==> src/rtl/fifo_rtl.sv <==
// Synchronous single-clock FIFO with registered read data and occupancy count.
// Pointers carry one extra wrap bit so full and empty can be told apart.
module fifo_rtl #(
  parameter int WIDTH = 8,
  parameter int DEPTH = 16
) (
  input  logic                       clk,
  input  logic                       rst,
  input  logic [WIDTH-1:0]           data_in,
  input  logic                       w_in,
  input  logic                       r_in,
  output logic                       w_full,
  output logic                       r_empty,
  output logic [WIDTH-1:0]           data_out,
  output logic [$clog2(DEPTH):0]     fill_count
);

  localparam int ADDR_W = $clog2(DEPTH);
  localparam int PTR_W  = ADDR_W + 1;

  logic [WIDTH-1:0] mem [DEPTH];

  logic [PTR_W-1:0] wr_ptr_q, wr_ptr_d;
  logic [PTR_W-1:0] rd_ptr_q, rd_ptr_d;
  logic [WIDTH-1:0] data_out_q, data_out_d;

  logic             full;
  logic             empty;
  logic             wr_en;
  logic             rd_en;
  logic [ADDR_W-1:0] wr_addr;
  logic [ADDR_W-1:0] rd_addr;

  assign wr_addr = wr_ptr_q[ADDR_W-1:0];
  assign rd_addr = rd_ptr_q[ADDR_W-1:0];

  // Status comes only from registered pointers, so no request reaches the flags.
  assign empty = (wr_ptr_q == rd_ptr_q);
  assign full  = (wr_ptr_q[ADDR_W] != rd_ptr_q[ADDR_W]) && (wr_addr == rd_addr);

  assign wr_en = w_in && !full;
  assign rd_en = r_in && !empty;

  always_comb begin
    wr_ptr_d   = wr_ptr_q;
    rd_ptr_d   = rd_ptr_q;
    data_out_d = data_out_q;
    if (wr_en) begin
      wr_ptr_d = wr_ptr_q + 1'b1;
    end
    if (rd_en) begin
      rd_ptr_d   = rd_ptr_q + 1'b1;
      data_out_d = mem[rd_addr];
    end
  end

  always_ff @(posedge clk or negedge rst) begin
    if (!rst) begin
      wr_ptr_q   <= '0;
      rd_ptr_q   <= '0;
      data_out_q <= '0;
    end else begin
      wr_ptr_q   <= wr_ptr_d;
      rd_ptr_q   <= rd_ptr_d;
      data_out_q <= data_out_d;
    end
  end

  // Storage is deliberately left out of reset; emptied pointers make it unreachable.
  always_ff @(posedge clk) begin
    if (wr_en) begin
      mem[wr_addr] <= data_in;
    end
  end

  assign w_full     = full;
  assign r_empty    = empty;
  assign data_out   = data_out_q;
  assign fill_count = wr_ptr_q - rd_ptr_q;

endmodule

==> config.mk <==
export PLATFORM = sky130hd
export DESIGN_NAME = fifo_rtl
export DESIGN_NICKNAME = d
export VERILOG_FILES = /design/src/rtl/fifo_rtl.sv
export SDC_FILE = /design/constraint.sdc
export NUM_CORES = 1
export LEC_CHECK = 0
export BUFFER_PORTS_ARGS = -buffer_cell sky130_fd_sc_hd__buf_4
export CAP_MARGIN = 25
export CELL_PAD_IN_SITES_DETAIL_PLACEMENT = 1
export CELL_PAD_IN_SITES_GLOBAL_PLACEMENT = 1
export CORE_ASPECT_RATIO = 0.75
export CORE_MARGIN = 5
export CORE_UTILIZATION = 55
export DETAILED_ROUTE_END_ITERATION = 16
export PLACE_DENSITY = 0.88
export SYNTH_ARGS = -nofsm -noshare
export SYNTH_HDL_FRONTEND = slang
export SYNTH_SLANG_ARGS = --single-unit
==> constraint.sdc <==
create_clock -name clk -period 4.3 [get_ports clk]
set_input_delay 0.86 -clock clk [delete_from_list [all_inputs] [get_ports clk]]
set_output_delay 0.86 -clock clk [all_outputs]
set_load 0.01 [all_outputs]
**Word-level counts from Yosys, hierarchy flattened**

Memories as Yosys holds them, arrays and structs flattened. A register that Yosys moved wholly into a read port is not among the register bits.
Index checks and enable logic that the tools add are counted.

- $add $sub $neg: 3
- Eq/ne operators: 3
- Multiplexer cells: 2
- Reductions and logical operators: 6

Operator list:

| kind | number |
|---|---|
| adder 5 x 1 -> 5 bit, second input constant | 2 |
| == test 5 bit | 1 |
| subtractor 5 bit | 1 |
| == test 4 bit | 1 |
| logical AND 1 bit | 3 |
| logical NOT 1 bit | 3 |
| 2-to-1 mux 1 bit | 2 |
| != test 1 bit | 1 |

- Memories: 1
- Input bits: 12
- Memory bits (writable): 128
- Output and inout port bits: 15
- Register bits after elaboration: 10
- Logic and storage cells: 17

Memory list:

| memory | depth | bits a word | rd ports | clocked after Yosys merged registers in | wr ports | line | source |
|---|---|---|---|---|---|---|---|
| mem | 16 | 8 | 1 | 1 | 1 | 21 | `logic [WIDTH-1:0] mem [DEPTH];` |

**Depth between registers and ports, before layout**

Gate-level depths: netlist of the first run.

- Depth after elaboration: 6
- Mapped depth: 9
- Gate-level depth less buffers: 7

**Least setup slack after synthesis of the first run**

No wires, ideal clock.

- Kind: reg-to-reg
- Start point: reg rd_ptr_q[3]
- End point: mem mem[3][0], enable pin
- Period minus slack after synthesis: 2737 ps
- Arrival time: 2353 ps
- Cell stages (with the launch flop): 10
- Library setup time: 383 ps
- Buffers on the path: 3
- Path slack: 1563 ps
- Required time: 3917 ps
- Path through: dfrtp_1 -> buf_2 -> buf_2 -> inv_2 -> ha_1 -> nand4_1 -> o21a_1 -> buf_2 -> nand2_1 -> nor3_1

- Cells in the longest elaborated chain, start to end: 6

RTL lines:

| element | line | source |
|---|---|---|
| start, declared | 24 | `logic [PTR_W-1:0] rd_ptr_q, rd_ptr_d;` |
| start signal, assigned | 64 | `rd_ptr_q <= rd_ptr_d;` |
| == test 4 bit | 39 | `assign full = (wr_ptr_q[ADDR_W] != rd_ptr_q[ADDR_W]) && (wr_addr == rd_addr);` |
| logical AND 1 bit | 39 |  |
| logical NOT 1 bit | 41 | `assign wr_en = w_in && !full;` |
| logical AND 1 bit | 41 |  |
| 2-to-1 mux 1 bit | 71 | `if (wr_en) begin` |
| 2-to-1 mux 1 bit (not written as such) | 72 | `mem[wr_addr] <= data_in;` |
| end, declared | 21 |  |

No other way between the ends.

**Final worst setup path of the first run**

- Start point: reg rd_ptr_q[2]
- End point: mem mem[13][7], enable pin

The elaborated chain is that of the path after synthesis.

==> results of run 1 <==
==> layer usage <==
layer	part of all wire (%)	up-vias	global-route usage, %
li1	-	1331	-
met1	42	1679	37.2
met2	46	201	35.8
met3	9.2	30	6.39
met4	2.5	0	8.71
met5	0	-	0
==> worst max-delay path by stage <==
stage	from	end	slack, ns	cells after the start
after floorplan	rd_ptr_q[3]	mem[3][0]	1.56	9
after global placement	rd_ptr_q[2]	mem[5][4]	1.38	6
after detailed placement	rd_ptr_q[2]	mem[13][5]	1.18	6
after CTS	rd_ptr_q[2]	fill_count[4]	1.00	6
after global routing	rd_ptr_q[2]	mem[13][0]	0.77	6
final	rd_ptr_q[2]	mem[13][7]	0.95	6
==> cell type report <==
class                   instances  area share (%)
clock buffers                  19            6.34
multi-input cells             152            21.4
repair buffers                 33            3.63
clock inverters                12            2.77
flip-flops and latches        146            62.9
well taps                     136            2.49
inverters                       8           0.440
==> power by group <==
group / total (W) / switching, W / leakage, nW / internal [W]
Sequential: 0.00192 / 0.000163 / 1.37 / 0.00176
Combinational: 0.00167 / 0.000946 / 0.716 / 0.000729
Clock: 0.00158 / 0.000558 / 0.302 / 0.00102
Total: 0.00517 / 0.00167 / 2.39 / 0.00351
==> state kept, by name, indices dropped and copies added (netlist names) <==
name,cells
mem,128
data_out,8
rd_ptr_q,5
wr_ptr_q,5
==> per-stage QoR <==
stage          setup slack, ns  util (%)  total power (W)  instance area (um^2)
4_1_cts                   1.00      65.8          0.00518                  6830
3_3_place_gp              1.38      59.8          0.00348                  6200
6_report                 0.954      65.8          0.00517                  6830
2_1_floorplan             1.56         -          0.00303                  5900
5_1_grt                  0.774      65.8          0.00540                  6830
3_5_place_dp              1.18      59.8          0.00358                  6200
==> cell families (layout without fill, tap and decap cells) <==
logic type / after synthesis / after routing / synth area share [%]
XOR/XNOR: 13 / 13 / 1.93
AO/OA/AOI/OAI: 25 / 25 / 3.16
flip-flops: 146 / 146 / 72.8
buffers and inverters: 23 / 72 / 2.48
AND/OR/NAND/NOR: 72 / 72 / 5.13
multiplexers: 32 / 32 / 12.3
adder cells (fa/ha/maj): 10 / 10 / 2.25
==> cell usage in the layout, fill, tap and decap left out, types with 2 or more instances in the layout <==
master     count
a21oi_1        2
clkinv_2       3
inv_1          5
dfrtp_1       17
nor2_1        13
ha_1           9
xor2_1         2
nand2b_1       2
a31oi_1        8
clkbuf_16     17
nand4_1        5
xnor2_1       11
a21o_1         2
nor3_1         4
clkbuf_1       2
a22o_1         8
buf_4         33
nand3_1        8
bufinv_16      5
mux4_2        31
clkinv_1       3
edfxtp_1     128
o21a_1         2
inv_2          2
nand2_1       40
==> critical path: stages, from the launching register on <==
cell,delay (ns)
dfrtp_1,0.58
clkinv_1,0.36
ha_1,0.45
nand4_1,0.25
o21a_1,0.43
nand2_1,0.21
nor2_1,0.69
==> run metrics, run 1 <==
status finished, final reports clean; Placed Cells 475; total congestion overflow 0; antenna violations before repair 0; Die Span Y 99.7 um; Max Slew Vio Count 0; Port Buffer Count 26; R2R Path End mem[13][7]; clock root buffer master clkbuf_16; Yosys reg bits approximately 150; clock latency on the worst-skew pair 0.42 ns; worst-margin pin slew 0.847 ns; synthesized area per cell ~18 um^2; R2R Path Start rd_ptr_q[2]; vias post-DR 3241; non-filler cells, final about 500; synth cell count leaders edfxtp_1, nand2_1, mux4_2, dfrtp_1, nor2_1; row count 32; H-tree levels 4; sequential share of the synthesized area just over 70%; Final min period between 3 and 4 ns; Area growth syn-to-layout 15.7%; max_cap viols 0; count of flip-flops with a built-in enable after synthesis 128; first-pass GRT wire length 22.4 mm; CTS tree done; Worst slew margin 43.3%; # hold bufs at CTS 0; Async SR Flop Fraction 12.3%; Core ar. about 10000 um^2; GRT Overall Usage between 20% and 30%; Hold Crit Class in -> async; final hold vios 0; DR pass1 iterations 5; clock sink count 146; CTS Buf Count 17; top-count cell post-synth edfxtp_1; Ys Warns 0; Routed Wire Length 14.7 mm; ranking of synthesized cells by area edfxtp_1, mux4_2, dfrtp_1, nand2_1, ha_1; post-route setup TNS 0 ns; Final GP Congestion 0.832; worst path arrival time between 3 and 4 ns; Multi-input gate area 1460 um^2; ANT cells 0; leakage 2.39 nW; post-DP HPWL 9.10 mm; Die Area 12900 um^2; worst-path maximum fanout 12; Resize count post-CTS 0; vias in the first global route 3358; Fill cells approximately 860; vias per cell 6.41; Final Setup Violations 0; clk_skew approximately 0.0077 ns; ys flop type edfxtp_1; Max VDD drop 0.505 mV; WS Path Type reg -> reg; share of layout cells above drive strength 1 25.7%; wire length per cell 29.1 um; Post-Syn Instances about 320; # DRC 0; Initial Utilization 56.9%; initial DRC count approximately 420; required time of the critical path 4.34 ns; Post-CTS Setup Inserts 0; largest net degree at the start of global routing 36; Routed Antenna Nets 0; clock-pin slew on the worst setup and hold paths ~0.06 ns; Reg area between 4000 and 5000 um^2; Worst Setup Start Kind flop; power density over cell area about 760 nW/um^2; area share of the largest cell type after synthesis between 60% and 70%; cell accounting for the most synthesized area edfxtp_1; Synth Net Count 343; Final Net Count 380; Max Fclk 299 MHz; Critical Path Sink Type flop; RSZ-0062 raised after global routing no; R2R cell count 6; flop2flop setup slack 0.95 ns; Chip Width ~130 um; I/O pin cnt 27; CTS max path bufs 2; period utilization slightly below 80%; Synth cell types 31; Worst Hold Margin 0.314 ns; Post-Syn Area roughly 6000 um^2
Note: power is estimated with default switching activity, not from simulation.
==> run 2: changes to the inputs <==
Settings changed: CORE_UTILIZATION 55 to 48, PLACE_DENSITY 0.88 to 0.82.
Clock period 4.3 ns to 2.95 ns, I/O delays scaled along.
==> run 2 against run 1 <==
Largest cell class unchanged. Sequential share of layout area is 0.67 points lower. Total power rose by 39%. Cell count grew 8.5%. Highest routed layer unchanged.
==> run metrics, run 2 (same netlist as run 1, synthesis figures left out) <==
status finished, final reports clean (unchanged); Core ar. 12200 um^2 (was 10400 um^2); final hold vios 0 (unchanged); wire length per cell 23.6 um (was 29.1 um); I/O pin cnt 27 (unchanged); CTS Buf Count 17 (unchanged); crit path cell chain inv_2, ha_1, inv_1, fa_1, a21o_1, a21oi_2, xnor2_1, buf_4 (was clkinv_1, ha_1, nand4_1, o21a_1, nand2_1, nor2_1); Final Net Count 393 (was 380); clock-pin slew on the worst setup and hold paths 0.06 ns (about the same); share of layout cells above drive strength 1 29.8% (was 25.7%); # DRC 0 (unchanged); Critical Path Sink Type output port (was flop); Final Setup Violations 0 (unchanged); R2R Path End mem[10][2] (was mem[13][7]); CTS max path bufs 2 (unchanged); Power Internal 0.00483 W (was 0.00351 W); Max VDD drop 0.543 mV (was 0.505 mV); Routed Antenna Nets 0 (unchanged); Max Fclk around 360 MHz; RSZ-0062 raised after global routing no (unchanged); vias per cell 5.56 (was 6.41); max_cap viols 0 (unchanged); Max Slew Vio Count 0 (unchanged); combinational power share 33.7% (was 32.4%); Chip Width 138 um (was 130 um); Port Buffer Count 26 (unchanged); post-layout util 56.7% (was 65.8%); Initial Utilization 48.5% (was 56.9%); leakage 2.42 nW (was 2.39 nW); largest net degree at the start of global routing 36 (unchanged); Worst slew margin 54.4% (was 43.3%); vias post-DR 3053 (was 3241); Area growth syn-to-layout 16.9% (was 15.7%); ANT cells 0 (unchanged); total congestion overflow 0 (unchanged); Final min period around 2.8 ns; Switching Fraction 32.8% (was 32.2%); Worst Setup Start Kind flop (unchanged); Routed Wire Length 12.9 mm (was 14.7 mm); post-DP HPWL 8.24 mm (was 9.10 mm); Hold Crit Class in -> async (unchanged); H-tree levels 4 (unchanged); clock root buffer master clkbuf_16 (unchanged); Fill cells 1120 (was 855); Buf+Inv Stages, Crit Path 3 (was 1); Post-CTS Setup Inserts 0 (unchanged); most common cell after layout, fill and taps aside edfxtp_1 (unchanged); Crit path max-delay family adder cells (was simple AND/OR/NAND/NOR gates); vias in the first global route 3355 (was 3358); power density over cell area 1040 nW/um^2 (was 758 nW/um^2); Switch Pwr 0.00236 W (was 0.00167 W); clk_skew 0.0123 ns (was 0.00774 ns); antenna violations before repair 0 (unchanged); worst-path maximum fanout 4 (was 12); max reg flops 128 (unchanged); R2R cell count 6 (unchanged); Final GP Congestion 0.742 (was 0.832); CTS tree done (unchanged); WS Path Type reg -> out (was reg -> reg); DR pass1 iterations 5 (unchanged); worst-margin pin slew 0.684 ns (was 0.847 ns); worst path arrival time 2.18 ns (was 3.39 ns); Slowest cell on crit path dfrtp_1 (was nor2_1); clock sink count 146 (unchanged); initial DRC count 287 (was 419); required time of the critical path 2.36 ns (was 4.34 ns); row count 35 (was 32); period utilization 94.0%; flop2flop setup slack 0.46 ns (was 0.95 ns); slowest cell delay on critical path 0.42 ns (was 0.69 ns); clock latency on the worst-skew pair 0.42 ns (about the same); most frequent cells in the layout edfxtp_1, buf_4, nand2_1 (was edfxtp_1, nand2_1, buf_4); Seq pwr share 38.2% (was 37.2%); Die Area 14600 um^2 (was 12900 um^2); GRT Overall Usage 19.1% (was 24.9%); Largest Register mem (unchanged); Die Span Y 106 um (was 99.7 um); R2R Path Start wr_ptr_q[2] (was rd_ptr_q[2]); first-pass GRT wire length 20.7 mm (was 22.4 mm); post-route setup TNS 0 ns (unchanged); Clock power frac 28.1% (was 30.5%)
-- run 2: cell count changes in the layout (fill, tap and decap cells not counted), sizes merged --
cell      previous run  this run
bufinv               5         1
buf                 33        46
clkbuf              19        17
clkinvlp             1         3
clkinv               7         6
inv                  7        12
-- run 2: cell type report --
cell class / count / area (um^2) / area share, %
sequential: 146 / 4300 / 62.3
multi-input combinational: 152 / 1460 / 21.2
clock buffer: 17 / 425 / 6.17
timing repair buffer: 46 / 345 / 5.01
tap: 166 / 208 / 3.01
clock inverter: 14 / 131 / 1.90
inverter: 8 / 30.0 / 0.435
-- run 2: stage by stage --
step	worst slack [ns]	total power (W)	hold slack, ns	instance area (um^2)	std cells
floorplan	0.213	0.00442	0.294	5900	321
global placement	0.574	0.00512	0.480	6340	518
detailed placement	0.496	0.00522	0.488	6340	518
CTS	0.0570	0.00726	0.0391	6900	549
global route	0.0232	0.00760	0.0488	6900	549
finish	0.177	0.00719	0.0481	6900	549
-- run 2: timing repair --
action | CTS | global route
hold buffers | 0 | 0
endpoints found under the setup margin | 0 | 1
gates resized for setup | 0 | 2
-- run 2: per-layer routing --
metal	track usage (%)	part of all wire, %	vias up
li1	-	-	1353
met1	27.5	45	1587
met2	28.4	47	99
met3	5.62	7.3	14
met4	5.99	1.2	0
met5	0	0	-
-- run 2: worst max path at each step --
stage	start	end	slack (ns)	depth (start not counted)
after CTS	wr_ptr_q[0]	fill_count[4]	0.06	8
after global routing	wr_ptr_q[0]	fill_count[4]	0.02	8
after floorplan	rd_ptr_q[3]	mem[3][0]	0.21	9
after global placement	wr_ptr_q[0]	fill_count[4]	0.57	8
after detailed placement	wr_ptr_q[2]	mem[10][4]	0.50	6
final	wr_ptr_q[0]	fill_count[4]	0.18	8
-- run 2: worst reg2reg max path, delay by kind of cell, from the launching register on --
family	cells	cell delay [ns]
simple gates	3	0.69
flops	1	0.51
fa+ha+maj	1	0.42
compound gates	1	0.36
buf+inv	1	0.22
-- run 2: power groups by stage --
stage | clock, W | combinational (W) | sequential [W]
after floorplan | 0 | 0.00169 | 0.00273
after global placement | 0 | 0.00236 | 0.00276
after detailed placement | 0 | 0.00243 | 0.00279
after CTS | 0.00206 | 0.00246 | 0.00275
after global routing | 0.00217 | 0.00265 | 0.00278
final | 0.00202 | 0.00242 | 0.00275
